===== config.mk =====
export PLATFORM = sky130hd
export DESIGN_NAME = bsearch_guesser
export DESIGN_NICKNAME = d
export VERILOG_FILES = /design/src/rtl/cmp_pkg.sv /design/src/rtl/bsearch_guesser.sv
export SDC_FILE = /design/constraint.sdc
export NUM_CORES = 1
export LEC_CHECK = 0
export CAP_MARGIN = 0
export CELL_PAD_IN_SITES_DETAIL_PLACEMENT = 0
export CELL_PAD_IN_SITES_GLOBAL_PLACEMENT = 1
export CORE_AREA = 2 2 52 54
export CTS_BUF_LIST = sky130_fd_sc_hd__clkbuf_8
export DETAILED_ROUTE_END_ITERATION = 8
export DIE_AREA = 0 0 54 56
export PLACE_DENSITY = 0.83
export SLEW_MARGIN = 40
export SYNTH_ARGS = -nofsm -noshare
export SYNTH_HDL_FRONTEND = slang
export SYNTH_SLANG_ARGS = --single-unit
export TNS_END_PERCENT = 5

===== constraint.sdc =====
create_clock -name clk -period 2.03 [get_ports clk]
set_clock_uncertainty 0.15 [all_clocks]
set_input_delay 0.406 -clock clk [delete_from_list [all_inputs] [get_ports clk]]
set_output_delay 0.406 -clock clk [all_outputs]
set_load 0.02 [all_outputs]

===== src/rtl/cmp_pkg.sv =====
// Shared comparator relation codes and the guesser state encoding.
package cmp_pkg;

  localparam logic [2:0] CMP_GT = 3'b100;
  localparam logic [2:0] CMP_EQ = 3'b010;
  localparam logic [2:0] CMP_LT = 3'b001;

  typedef enum logic [2:0] {
    IDLE  = 3'd0,
    NEXT  = 3'd1,
    PROBE = 3'd2,
    DONE  = 3'd3,
    ERR   = 3'd4
  } state_t;

endpackage


===== src/rtl/bsearch_guesser.sv =====
// Binary-search initiator: drives guess into a magnitude comparator and narrows lo/hi from its code.
// Optional macro GUESS_TIMEOUT_EN bounds the PROBE wait on comp_valid to TIMEOUT cycles.
module bsearch_guesser
  import cmp_pkg::*;
#(
  parameter int N       = 2,
  parameter int TIMEOUT = 16
) (
  input  logic                   clk,
  input  logic                   rst,
  input  logic                   start,
  output logic [N-1:0]           guess,
  output logic                   guess_valid,
  input  logic [2:0]             comp,
  input  logic                   comp_valid,
  output logic                   done,
  output logic [N-1:0]           result,
  output logic [$clog2(N+2)-1:0] steps,
  output logic                   err
);

  localparam int SW = $clog2(N+2);

  if (TIMEOUT < 1) begin : g_bad_timeout
    $error("bsearch_guesser: TIMEOUT must be at least 1");
  end

  state_t         r_state;
  logic [N-1:0]   r_lo, r_hi, r_guess, r_result;
  logic           r_gv, r_done, r_err;
  logic [SW-1:0]  r_steps;
  logic [N-1:0]   w_half, w_mid;

  // lo <= hi always holds, so the midpoint never exceeds hi and fits in N bits.
  assign w_half = (r_hi - r_lo) >> 1;
  assign w_mid  = r_lo + w_half;

`ifdef GUESS_TIMEOUT_EN
  localparam int TW = $clog2(TIMEOUT+1);
  logic [TW-1:0] r_tmo;
`endif

  always_ff @(posedge clk) begin
    if (rst) begin
      r_state  <= IDLE;
      r_lo     <= '0;
      r_hi     <= '0;
      r_guess  <= '0;
      r_result <= '0;
      r_gv     <= 1'b0;
      r_done   <= 1'b0;
      r_err    <= 1'b0;
      r_steps  <= '0;
`ifdef GUESS_TIMEOUT_EN
      r_tmo    <= '0;
`endif
    end else begin
      case (r_state)
        IDLE, DONE, ERR: begin
          if (start) begin
            r_lo    <= '0;
            r_hi    <= '1;
            r_steps <= '0;
            r_done  <= 1'b0;
            r_err   <= 1'b0;
            r_state <= NEXT;
          end
        end
        NEXT: begin
          r_guess <= w_mid;
          r_gv    <= 1'b1;
          r_state <= PROBE;
`ifdef GUESS_TIMEOUT_EN
          r_tmo   <= '0;
`endif
        end
        PROBE: begin
          if (comp_valid) begin
            r_steps <= r_steps + 1'b1;
            r_gv    <= 1'b0;
            case (comp)
              CMP_EQ: begin
                r_result <= r_guess;
                r_done   <= 1'b1;
                r_state  <= DONE;
              end
              // Bounds are checked before the subtract/add so lo/hi never wrap.
              CMP_GT: begin
                if (r_guess == r_lo) begin
                  r_err   <= 1'b1;
                  r_state <= ERR;
                end else begin
                  r_hi    <= r_guess - 1'b1;
                  r_state <= NEXT;
                end
              end
              CMP_LT: begin
                if (r_guess == r_hi) begin
                  r_err   <= 1'b1;
                  r_state <= ERR;
                end else begin
                  r_lo    <= r_guess + 1'b1;
                  r_state <= NEXT;
                end
              end
              default: begin
                r_err   <= 1'b1;
                r_state <= ERR;
              end
            endcase
          end
`ifdef GUESS_TIMEOUT_EN
          else if (r_tmo == TW'(TIMEOUT-1)) begin
            r_gv    <= 1'b0;
            r_err   <= 1'b1;
            r_state <= ERR;
          end else begin
            r_tmo <= r_tmo + 1'b1;
          end
`endif
        end
        default: r_state <= IDLE;
      endcase
    end
  end

  assign guess       = r_guess;
  assign guess_valid = r_gv;
  assign done        = r_done;
  assign result      = r_result;
  assign steps       = r_steps;
  assign err         = r_err;

endmodule


==> results of run 1 <==
## cell type report
class	count	share of cell area, %
clock buffers	4	4.422
flip-flops and latches	16	25.73
repair buffers	27	19.30
inverters	3	0.9045
multi-input cells	80	46.63
well taps	30	3.015
## where the power goes
part	total (mW)	leakage, nW	internal, mW	switching (mW)
clock	0.284	0.0288	0.172	0.112
sequential	0.361	0.131	0.335	0.0261
combinational	0.213	0.356	0.111	0.102
## state kept, by name, summed over array words and instances, names as in the netlist
| name | count |
|---|---|
| steps | 2 |
| r_state | 3 |
| guess | 2 |
| result | 2 |
| guess_valid | 1 |
| r_lo | 2 |
| done | 1 |
| r_hi | 2 |
| err | 1 |
## Yosys cell counts (2+ instances only)
cell / number
a211oi_1: 3
a21oi_1: 7
a21oi_2: 2
a31oi_1: 2
buf_2: 2
dfxtp_1: 16
inv_1: 3
mux2i_1: 3
nand2_1: 3
nand3_1: 2
nor2_1: 11
nor2b_1: 4
nor3_1: 4
nor3b_2: 3
nor4_1: 2
o21a_1: 2
o21ai_1: 2
xnor2_1: 3
xor2_1: 5
## routing by layer
layer | part of all wire, % | up-vias | wire (um) | global-route usage [%]
met5 | 0 | - | 0 | 0
met4 | 1.3 | 0 | 26 | 5.357
met3 | 3.4 | 3 | 68 | 3.226
met2 | 48 | 9 | 953 | 24.74
met1 | 47 | 403 | 930 | 19.11
li1 | - | 431 | - | -
## stage by stage
step | util [%] | worst slack, ns | setup TNS (ns) | power (mW)
finish | 51.18 | 0.2124 | 0 | 0.8584
global route | 51.18 | 0.1281 | 0 | 0.9050
CTS | 51.18 | 0.1978 | 0 | 0.8656
detailed placement | 48.92 | -0.02424 | -0.02424 | 0.5810
global placement | 48.92 | 0.01364 | 0 | 0.5770
floorplan | - | 0.4150 | 0 | 0.5071
## kinds of logic (layout without fill, tap and decap cells)
group / after synthesis / after routing / share of synthesized area, %
flip-flops: 16 / 16 / 33.77
multiplexers: 5 / 5 / 5.936
XOR/XNOR: 8 / 8 / 7.388
buffers and inverters: 9 / 34 / 5.013
AO/OA/AOI/OAI: 27 / 27 / 20.32
AND/OR/NAND/NOR: 39 / 39 / 26.26
adder cells (fa/ha/maj): 1 / 1 / 1.319
## path summary, 6_finish.rpt
check             cells past startpoint  slack (ns)        to
hold reg to reg                       1        0.32       err
hold / removal                        1        0.32       err
setup reg to reg                      3        0.28   r_lo[1]
setup / recovery                      1        0.21  steps[0]
==> impl_metrics.ini, run 1 <==
[synth]
yosysUniqueCellTypes = 45
yosys.area.top_type = dfxtp_1
syn_area_um2 = 948.4
yosys_warnings = 0
synthArstFlopShare_pct = 0
ys_seq_area_share_pct = 33.77
synth_edf_count = 0
avgSynthCellArea_um2 = 9.032
netlist_instances = 105
synthTopCellsByArea = dfxtp_1 (34%), xor2_1 (4.6%), nor2_1 (4.4%)
synth_seq_cells = 16
yosys.area.top_type_share_pct = 33.77
syn_nets = 113
synth-main-ff-cell = dfxtp_1

[finish]
syn_to_final_growth_pct = 31.27
layout.nets = 139
final_layout_size_suffix_gt1_share_pct = 21.54
final_area_um2 = 1245
multiInputGateArea_um2 = 580.6
diodes = 0
fin_cells = 160
mostFrequentLayoutCell = dfxtp_1
fill_cells = 228
regArea_um2 = 320.3
final_cell_mix = dfxtp_1 (16), clkdlybuf4s50_1 (15), buf_4 (12), nor2_1 (11), a21oi_1 (7)

[worst_setup_path]
critPathTopFamily = buffers and inverters
worst_setup_path_end_kind = primary output
path_class = flop to primary output
start_kind = flop
path_cells = clkdlybuf4s50_1
worst-path-max-fanout = 5
arrival_ns = 1.26
cpPeakStageDelay_ns = 0.62
crit_slowest_cell = clkdlybuf4s50_1
path_buf_inv = 1
r2r-start = r_state[1]
crit_path_start = steps[0]
cp.required_ns = 1.47

[clocking]
clock-sinks = 16
clk_transition_reported_paths_ns = 0.06
cts_hold_buf = 0
htreeDepth = 1
cts_root_buf = clkbuf_8
clk_latency_ns = 0.25
cts_resized = 0
cts_tree = done
clockBufferDepth = 2
postCtsSetupBuffers = 0
numCtsBuffers = 3

[placed_design]
gp_congestion = 0.7778
dp.cells = 156
dp_hpwl_mm = 1.571
dpl_cell_area_um2 = 1190
io_buffers = 15

[detailed_routing]
drt-total-wl_mm = 1.978
drc = 0
vias = 846
drtAntennaViolNets = 0
drt-vias-per-instance = 5.288
first_iter_violations = 10
first_pass_iters = 4
wl_per_cell_um = 12.36

[floorplanning]
die_h_um = 56
die_w_um = 54
die-area_um2 = 3024
num_rows = 18
core_um2 = 2432
io_pins = 16
start_util_pct = 38.99

[global_routing]
grt_first_pass_wirelength_mm = 3.512
gr-total-overflow = 0
grt_max_degree = 11
grt_pass1_vias = 817
grt.total_usage_pct = 15.15
grt_antenna_before_repair = 0

[timing]
slew_violations = 0
setup_violations = 0
finalHoldViolations = 0
period_needed_ns = 1.818
holdWs_ns = 0.3215
fin_crit_sh_pct = 89.54
fmax_mhz = 550.2
worst_slew_pin_slew_ns = 0.4048
rsz0062_at_grt = no
max_slew_margin_pct = 72.93

[worst_hold_path]
worstHoldPathType = flop to flop
min_from = err

[power_and_ir_drop]
ir_worst_vdd_mv = 0.4744
power.density_nw_per_um2 = 689.5
p_leak_nw = 0.5157

[run_status]
outcome = finished clean

[job]
maxCapViolations = 0
Note: power is estimated with default switching activity, not from simulation.
==> run 2: changes to the inputs <==
CORE_AREA = 2 2 40 69   (was 2 2 52 54)
DIE_AREA = 0 0 42 71   (was 0 0 54 56)
HOLD_SLACK_MARGIN = 0.12   (was not set)
PLACE_DENSITY = 0.84   (was 0.83)
==> run 2 against run 1 <==
Against the previous run:
- via count increased by 0.59%
- fmax fell by 5.0%
- worst hold slack lost 0.0019 ns
- design area rose by 0.20%
- routed wire length increased by 12%
- die area decreased by 1.4%
- non-clock buffer count increased by 1
- core utilization up 0.10 points
- global-route usage up 1.7 points
- critical path type unchanged
- largest cell class unchanged
- largest power group unchanged
==> impl_metrics.ini, run 2 (same netlist as run 1, synthesis figures left out) <==
[worst_setup_path]
worst_setup_path_end_kind = primary output
cp.required_ns = 1.47
cpPeakStageDelay_ns = 0.65
reg2reg_slack_ns = 0.29
r2r-start = r_state[1]
r2r_cells = 4
path_class = flop to primary output
path_cells = clkdlybuf4s50_1
path_buf_inv = 1
rr_endpoint = err
arrival_ns = 1.36
cp.depth = 1
crit_slowest_cell = clkdlybuf4s50_1
start_kind = flop
worst-path-max-fanout = 5
critPathTopFamily = buffers and inverters

[finish]
syn_to_final_growth_pct = 31.53
regMostFlops = r_state
final_cell_mix = dfxtp_1 (16), clkdlybuf4s50_1 (15), buf_4 (13), nor2_1 (11), a21oi_1 (7)
final_area_um2 = 1247
mostFrequentLayoutCell = dfxtp_1
largest_reg_flops = 3
layout.nets = 140
utilization_pct = 51.29
final_layout_size_suffix_gt1_share_pct = 22.14
diodes = 0

[timing]
fmax_mhz = 522.6
fin_crit_sh_pct = 94.27
setup_violations = 0
max_slew_margin_pct = 74.25
slew_violations = 0
worst_slack_ns = 0.1164
holdWs_ns = 0.3196
worst_slew_pin_slew_ns = 0.3857
rsz0062_at_grt = no
period_needed_ns = 1.914
finalHoldViolations = 0

[clocking]
postCtsSetupBuffers = 0
cts_root_buf = clkbuf_8
clk_latency_ns = 0.25
clock-sinks = 16
htreeDepth = 1
clk_transition_reported_paths_ns = 0.06
clockBufferDepth = 2
cts_hold_buf = 0
numCtsBuffers = 3
cts_tree = done
cts_resized = 0

[floorplanning]
core_um2 = 2432
die_h_um = 71
io_pins = 16
die-area_um2 = 2982
start_util_pct = 38.99
num_rows = 24
die_w_um = 42

[global_routing]
gr-total-overflow = 0
grt_first_pass_wirelength_mm = 3.898
grt_pass1_vias = 856
grt_max_degree = 11
grt_antenna_before_repair = 0
grt.total_usage_pct = 16.82

[detailed_routing]
vias = 851
drt-total-wl_mm = 2.208
first_iter_violations = 17
drtAntennaViolNets = 0
first_pass_iters = 4
drt-vias-per-instance = 5.420
drc = 0
wl_per_cell_um = 14.06

[job]
maxCapViolations = 0

[placed_design]
dpl_cell_area_um2 = 1192
pre_cts_slack_ns = -0.01836
gp_congestion = 0.8292
dp_hpwl_mm = 1.773
io_buffers = 15

[power_and_ir_drop]
power.density_nw_per_um2 = 690.8
power_uw = 861.8
p_leak_nw = 0.5205
ir_worst_vdd_mv = 0.4445

[worst_hold_path]
hold_depth = 1
min_from = err
worstHoldPathType = flop to flop
hold_path_end = err

[run_status]
outcome = finished clean
==> run 2: cell types whose count changed in the layout (fill, tap and decap cells not counted), sizes merged <==
cell	delta
buf	+1
==> run 2: how the worst max path moves through the flow <==
stage,startpoint,to
after floorplan,guess[0],r_lo[1]
after global placement,start,r_lo[1]
after detailed placement,start,r_lo[1]
after CTS,guess[0],guess[0]
after global routing,guess[0],guess[0]
final,guess[0],guess[0]
==> run 2: cell type report <==
| class | count | area, um^2 |
|---|---|---|
| clock buffer | 4 | 55.05 |
| fill | 228 | 1185 |
| inverter | 3 | 11.26 |
| multi-input combinational | 80 | 580.6 |
| sequential | 16 | 320.3 |
| tap | 26 | 32.53 |
| timing repair buffer | 28 | 247.7 |
==> run 2: per-stage QoR <==
step                      std cells  setup TNS, ns
after floorplan                 105              0
after global placement          153              0
after detailed placement        153       -0.02381
after CTS                       157              0
after global routing            157              0
final                           157              0
==> run 2: layer usage <==
layer | share of wire [%] | routed length (um) | global-route usage, % | up-vias
met5 | 0 | 0 | 0 | -
met4 | 2.4 | 52 | 7.885 | 0
met3 | 1.9 | 42 | 2.551 | 4
met2 | 56 | 1235 | 31.08 | 13
met1 | 40 | 878 | 18.10 | 405
li1 | - | - | - | 429
==> run 2: where the power goes <==
part | leakage (nW) | total, mW | switching, mW | internal [mW]
Sequential | 0.131 | 0.362 | 0.0275 | 0.335
Combinational | 0.361 | 0.217 | 0.105 | 0.112
Clock | 0.0288 | 0.282 | 0.110 | 0.172
Total | 0.521 | 0.862 | 0.243 | 0.619
==> run 3: changes to the inputs <==
ABC_AREA = 1   (was not set)
CORE_AREA = 2 2 50 87   (was 2 2 40 69)
CTS_CLUSTER_DIAMETER = 100   (was not set)
DIE_AREA = 0 0 52 89   (was 0 0 42 71)
PLACE_DENSITY = 0.62   (was 0.84)
==> run 3 against run 2 <==
Against the previous run:
- critical path depth unchanged
- critical path type unchanged
- combinational power increased to 4.6 times the previous value
- flip-flop and latch count unchanged
- worst hold slack got worse by 0.026 ns
- sequential power increased by 42%
- first-iteration DRC count decreased by 12%
- critical endpoint unchanged
- global-route usage decreased by 4.5 points
==> impl_metrics.ini, run 3 <==
[finish]
diodes = 0
largest_reg_flops = 3
syn_to_final_growth_pct = 28.68
layout.nets = 175
mostFrequentLayoutCell = nand2_1
final_cell_mix = nand2_1 (37), inv_1 (19), nor2_1 (16), dfxtp_1 (16), clkdlybuf4s50_1 (15)
regMostFlops = r_state
final_layout_size_suffix_gt1_share_pct = 14.46

[global_routing]
grt_antenna_before_repair = 0
grt_first_pass_wirelength_mm = 4.195
gr-total-overflow = 0
grt_max_degree = 12
grt_pass1_vias = 934
grt.total_usage_pct = 12.30

[timing]
fin_crit_sh_pct = 92.52
fmax_mhz = 532.4
setup_violations = 0
max_slew_margin_pct = 75.81
rsz0062_at_grt = no
period_needed_ns = 1.878
finalHoldViolations = 0
slew_violations = 0
tns_ns = 0
worst_slew_pin_slew_ns = 0.3625
worst_slack_ns = 0.1518

[clocking]
numCtsBuffers = 3
clockBufferDepth = 2
clock-sinks = 16
cts_root_buf = clkbuf_8
cts_resized = 0
postCtsSetupBuffers = 0
cts_tree = done
htreeDepth = 1
cts_hold_buf = 0
clk_latency_ns = 0.26
clk_transition_reported_paths_ns = 0.06

[detailed_routing]
drtAntennaViolNets = 0
wl_per_cell_um = 11.35
drt-vias-per-instance = 4.308
first_pass_iters = 4
drc = 0
vias = 922
drt-total-wl_mm = 2.429
first_iter_violations = 15

[worst_setup_path]
arrival_ns = 1.32
worst_setup_path_end_kind = primary output
critPathTopFamily = buffers and inverters
start_kind = flop
cp.required_ns = 1.47
cpPeakStageDelay_ns = 0.64
r2r_cells = 7
path_class = flop to primary output
path_buf_inv = 1
reg2reg_slack_ns = 0.51
worst-path-max-fanout = 5
cp.depth = 1
crit_slowest_cell = clkdlybuf4s50_1
path_cells = clkdlybuf4s50_1

[synth]
yosys_warnings = 0
synth.area.mux_share_pct = 0
yosysUniqueCellTypes = 25
synth_seq_cells = 16
yosys.area.top_type = dfxtp_1
netlist_instances = 146
synth-compound-area-share_pct = 13.17
synthArstFlopShare_pct = 0
syn_nets = 154
synth-main-ff-cell = dfxtp_1
synthTopCellsByArea = dfxtp_1 (33%), nand2_1 (14%), inv_1 (7.4%)
syn_area_um2 = 959.7
synth_most_common_cell = nand2_1
yosys.area.top_type_share_pct = 33.38
synthAdderAreaFrac_pct = 1.304
synth_top_family_by_area = simple AND/OR/NAND/NOR gates
avgSynthCellArea_um2 = 6.573
ys_seq_area_share_pct = 33.38
yosys-top-cells-count = nand2_1 (37), inv_1 (19), dfxtp_1 (16), nor2_1 (16), a21oi_1 (13)
synthSimpleGateAreaFrac_pct = 38.46
synth-xor-area-share_pct = 3.651
synth_edf_count = 0

[worst_hold_path]
worstHoldPathType = flop to flop
hold_depth = 2

[placed_design]
pre_cts_slack_ns = 0.1238
gp_congestion = 0.7682
dp_hpwl_mm = 1.973
io_buffers = 15

[floorplanning]
num_rows = 30
die_w_um = 52
io_pins = 16
core_um2 = 3866
die_h_um = 89
start_util_pct = 24.82
die-area_um2 = 4628

[job]
maxCapViolations = 0

[power_and_ir_drop]
ir_worst_vdd_mv = 0.5700
power.density_nw_per_um2 = 1467
p_leak_nw = 0.5780

[run_status]
outcome = finished clean
run 3: cell count changes after synthesis, moves of 4 or more:
cell	before	now
inv_2	0	4
nand2_1	3	37
nor2b_1	4	0
nand2_2	0	5
nor2_1	11	16
inv_1	3	19
a21oi_1	7	13
nand3_1	2	7
o21ai_0	1	8
run 3: metal layers:
layer | GRT usage, % | part of all wire, %
met3 | 1.505 | 1.5
met4 | 5.742 | 2.0
met5 | 0 | 0
met1 | 13.57 | 42
met2 | 22.67 | 55
run 3: kinds of logic (layout without fill, tap and decap cells):
kind of cell | count (synthesis) | count (layout)
AND/OR/NAND/NOR | 76 | 76
adder cells (fa/ha/maj) | 1 | 1
XOR/XNOR | 4 | 4
flip-flops | 16 | 16
AO/OA/AOI/OAI | 24 | 24
buffers and inverters | 25 | 45
run 3: final cells by class:
class	count	area [um^2]
fillers	424	2631
multi-input cells	105	543.0
flip-flops and latches	16	320.3
repair buffers	17	165.2
inverters	24	91.34
well taps	48	60.06
clock buffers	4	55.05
run 3: per-stage QoR:
step	utilization [%]	instance area [um^2]	cells	hold WS, ns	total power [mW]
after floorplan	-	959.7	146	0.3136	1.241
final	31.94	1235	214	0.2934	1.811
after CTS	31.94	1235	214	0.2985	1.841
after global routing	31.94	1235	214	0.3092	1.992
after detailed placement	30.52	1180	210	0.2886	1.534
after global placement	30.52	1180	210	0.2872	1.529
run 3: worst register-to-register path, delay by kind of cell, from the launching register on:
| kind | cells | cell delay, ns |
|---|---|---|
| AND/OR/NAND/NOR | 7 | 0.82 |
| flip-flops | 1 | 0.45 |
run 3: final timing paths:
| kind | end | startpoint |
|---|---|---|
| worst max-delay path | guess[0] | guess[0] |
| worst min-delay path | done | done |
| worst max register to register | r_lo[1] | r_state[1] |
| worst min register to register | done | done |
run 3: report_power, final:
| part | internal (mW) | switching, mW | total [mW] |
|---|---|---|---|
| sequential | 0.411 | 0.102 | 0.514 |
| clock | 0.173 | 0.125 | 0.298 |
| combinational | 0.388 | 0.611 | 0.999 |
==> RTL change, RTL diff (config.mk and constraints of run 2) <==
Add an input register stage for `start`, `comp` and `comp_valid`, without a reset; this delays them by one clock. Comments in the files are not updated.
--- a/src/rtl/bsearch_guesser.sv
+++ b/src/rtl/bsearch_guesser.sv
@@ -22,2 +22,12 @@
   localparam int SW = $clog2(N+2);
+
+  logic start_q;
+  logic [2:0] comp_q;
+  logic comp_valid_q;
+
+  always_ff @(posedge clk) begin
+    start_q      <= start;
+    comp_q       <= comp;
+    comp_valid_q <= comp_valid;
+  end
 
@@ -59,3 +69,3 @@
         IDLE, DONE, ERR: begin
-          if (start) begin
+          if (start_q) begin
             r_lo    <= '0;
@@ -77,6 +87,6 @@
         PROBE: begin
-          if (comp_valid) begin
+          if (comp_valid_q) begin
             r_steps <= r_steps + 1'b1;
             r_gv    <= 1'b0;
-            case (comp)
+            case (comp_q)
               CMP_EQ: begin
Function: changed (a bounded check fails within 4 cycles, from zero or initial values and one cycle with rst high).
==> RTL change against run 2 <==
Combinational power fell by 27%. Largest power group unchanged. Critical endpoint unchanged. Sequential cell count is 5 higher. Highest routed layer unchanged. Via count fell by 4.2%. Area after synthesis rose by 1.8%. Final area fell by 5.4%. Sequential power grew 31%. Power up 5.9%. Routed wire length down 11%. Worst setup slack got worse by 0.051 ns. Global-route usage shrank 2.9 points. Critical path type unchanged.
==> RTL change: results (changes against run 2) <==
hold path cells -> 2 (+1)
GR Util met3 -> 0.0102 (-0.0153)
top flop regs -> comp_q: 3 flops, r_state: 3 flops
clock edge transition at the registers on the reported setup and hold paths -> 0.08 ns (+0.02 ns)
leakage -> 0.454 nW (-13%)
complex-gate fraction of the synthesized area -> 0.177 (-0.0257)
fill cell count -> 247 (+8.3%)
placed cell count -> 144 (-5.9%)
RD Place Congestion -> 0.853 (+2.9%)
via-per-instance ratio -> 5.51 (+1.6%)
vias in the first global route -> 789 (-7.8%)
DRT Wirelength -> 1960 µm (-11%)
status -> finished clean
synth cell count leaders -> dfxtp_1, nor2_1, a21oi_1
Synth Area in Adders -> 0.0130 (-0.000239)
worst stage delay on the critical path -> 0.66 ns
sequential element share of the synthesized area -> 0.435 (+0.0975)
HPWL Detailed -> 1550 µm (-13%)
placed instance area -> 0.00113 mm² (-4.9%)
met2 usage -> 0.269 (-0.0417)
Worst slew margin -> 0.602 (-0.141)
Max VDD drop -> 0.430 mV (-3.2%)
largest net degree at the start of global routing -> 13 (+2)
mux cell area share after synthesis -> 0.0324 (-0.0270)
share of cells above drive strength 1 -> 0.0820 (-0.139)
post-synthesis cell count -> 106 (+0.95%)
final layout net count -> 131 (-6.4%)
Layout Cells excl Fill -> 148 (-5.7%)
Post-Place Setup Slack -> 0.239 ns (+0.257 ns)
Yosys cell types -> 37 (-18%)
H-tree lvl count -> 1 (unchanged)
data arrival time of the critical path -> 1.41 ns (+0.05 ns)
largest cells by area after synthesis -> dfxtp_1, a21oi_1, nor2_1
Tot GR Track Use -> 0.139 (-0.0294)
CP max FO -> 7 (+2)
DRT Pass-1 Iters -> 4 (unchanged)
met1 GRT Util -> 0.142 (-0.0392)
xor/xnor share of the synthesized area -> 0.0725 (-0.00134)
Initial DRC Count -> 13 (-4)
Internal Power -> 0.000657 W (+6.2%)
first-pass GRT wire length -> 3280 µm (-16%)
RTL change: cell types whose count changed after synthesis, moves of 2 or more:
cell / delta
o21ai_0: +4
a21oi_1: +4
nor2b_1: -3
a211oi_1: -2
nor2_1: +3
nand2b_1: +3
dfxtp_1: +5
nor3b_2: -3
RTL change: final timing paths:
kind               from       end  slack (ns)
max reg2reg  r_state[0]   r_hi[0]        0.28
min reg2reg         err       err        0.32
min                 err       err        0.32
max            guess[0]  guess[0]        0.07
RTL change: per-layer routing:
layer,routed length [µm],part of all wire
met1,771,0.39
met2,1100,0.56
met3,31,0.016
met4,54,0.028
met5,0,0
RTL change: power groups by stage:
stage | Sequential, W | Combinational (W) | Clock (W)
floorplan | 0.000483 | 0.000109 | 0
global placement | 0.000485 | 0.000158 | 0
detailed placement | 0.000486 | 0.000161 | 0
CTS | 0.000476 | 0.000161 | 0.000281
global route | 0.000482 | 0.000177 | 0.000295
finish | 0.000475 | 0.000159 | 0.000278
RTL change: layout make-up:
| type | count | area [µm²] | share of cell area |
|---|---|---|---|
| tap | 26 | 32.5 | 0.0276 |
| inverter | 2 | 7.51 | 0.00636 |
| clock inverter | 1 | 5.00 | 0.00424 |
| timing repair buffer | 17 | 165 | 0.140 |
| multi-input combinational | 78 | 508 | 0.431 |
| clock buffer | 3 | 41.3 | 0.0350 |
| sequential | 21 | 420 | 0.356 |
RTL change: logic make-up (layout without fill, tap and decap cells):
family	after synthesis	count (layout)
AND/OR/NAND/NOR	39	39
AO/OA/AOI/OAI	27	27
flip-flops	21	21
XOR/XNOR	8	8
buffers and inverters	7	23
multiplexers	3	3
adder cells (fa/ha/maj)	1	1
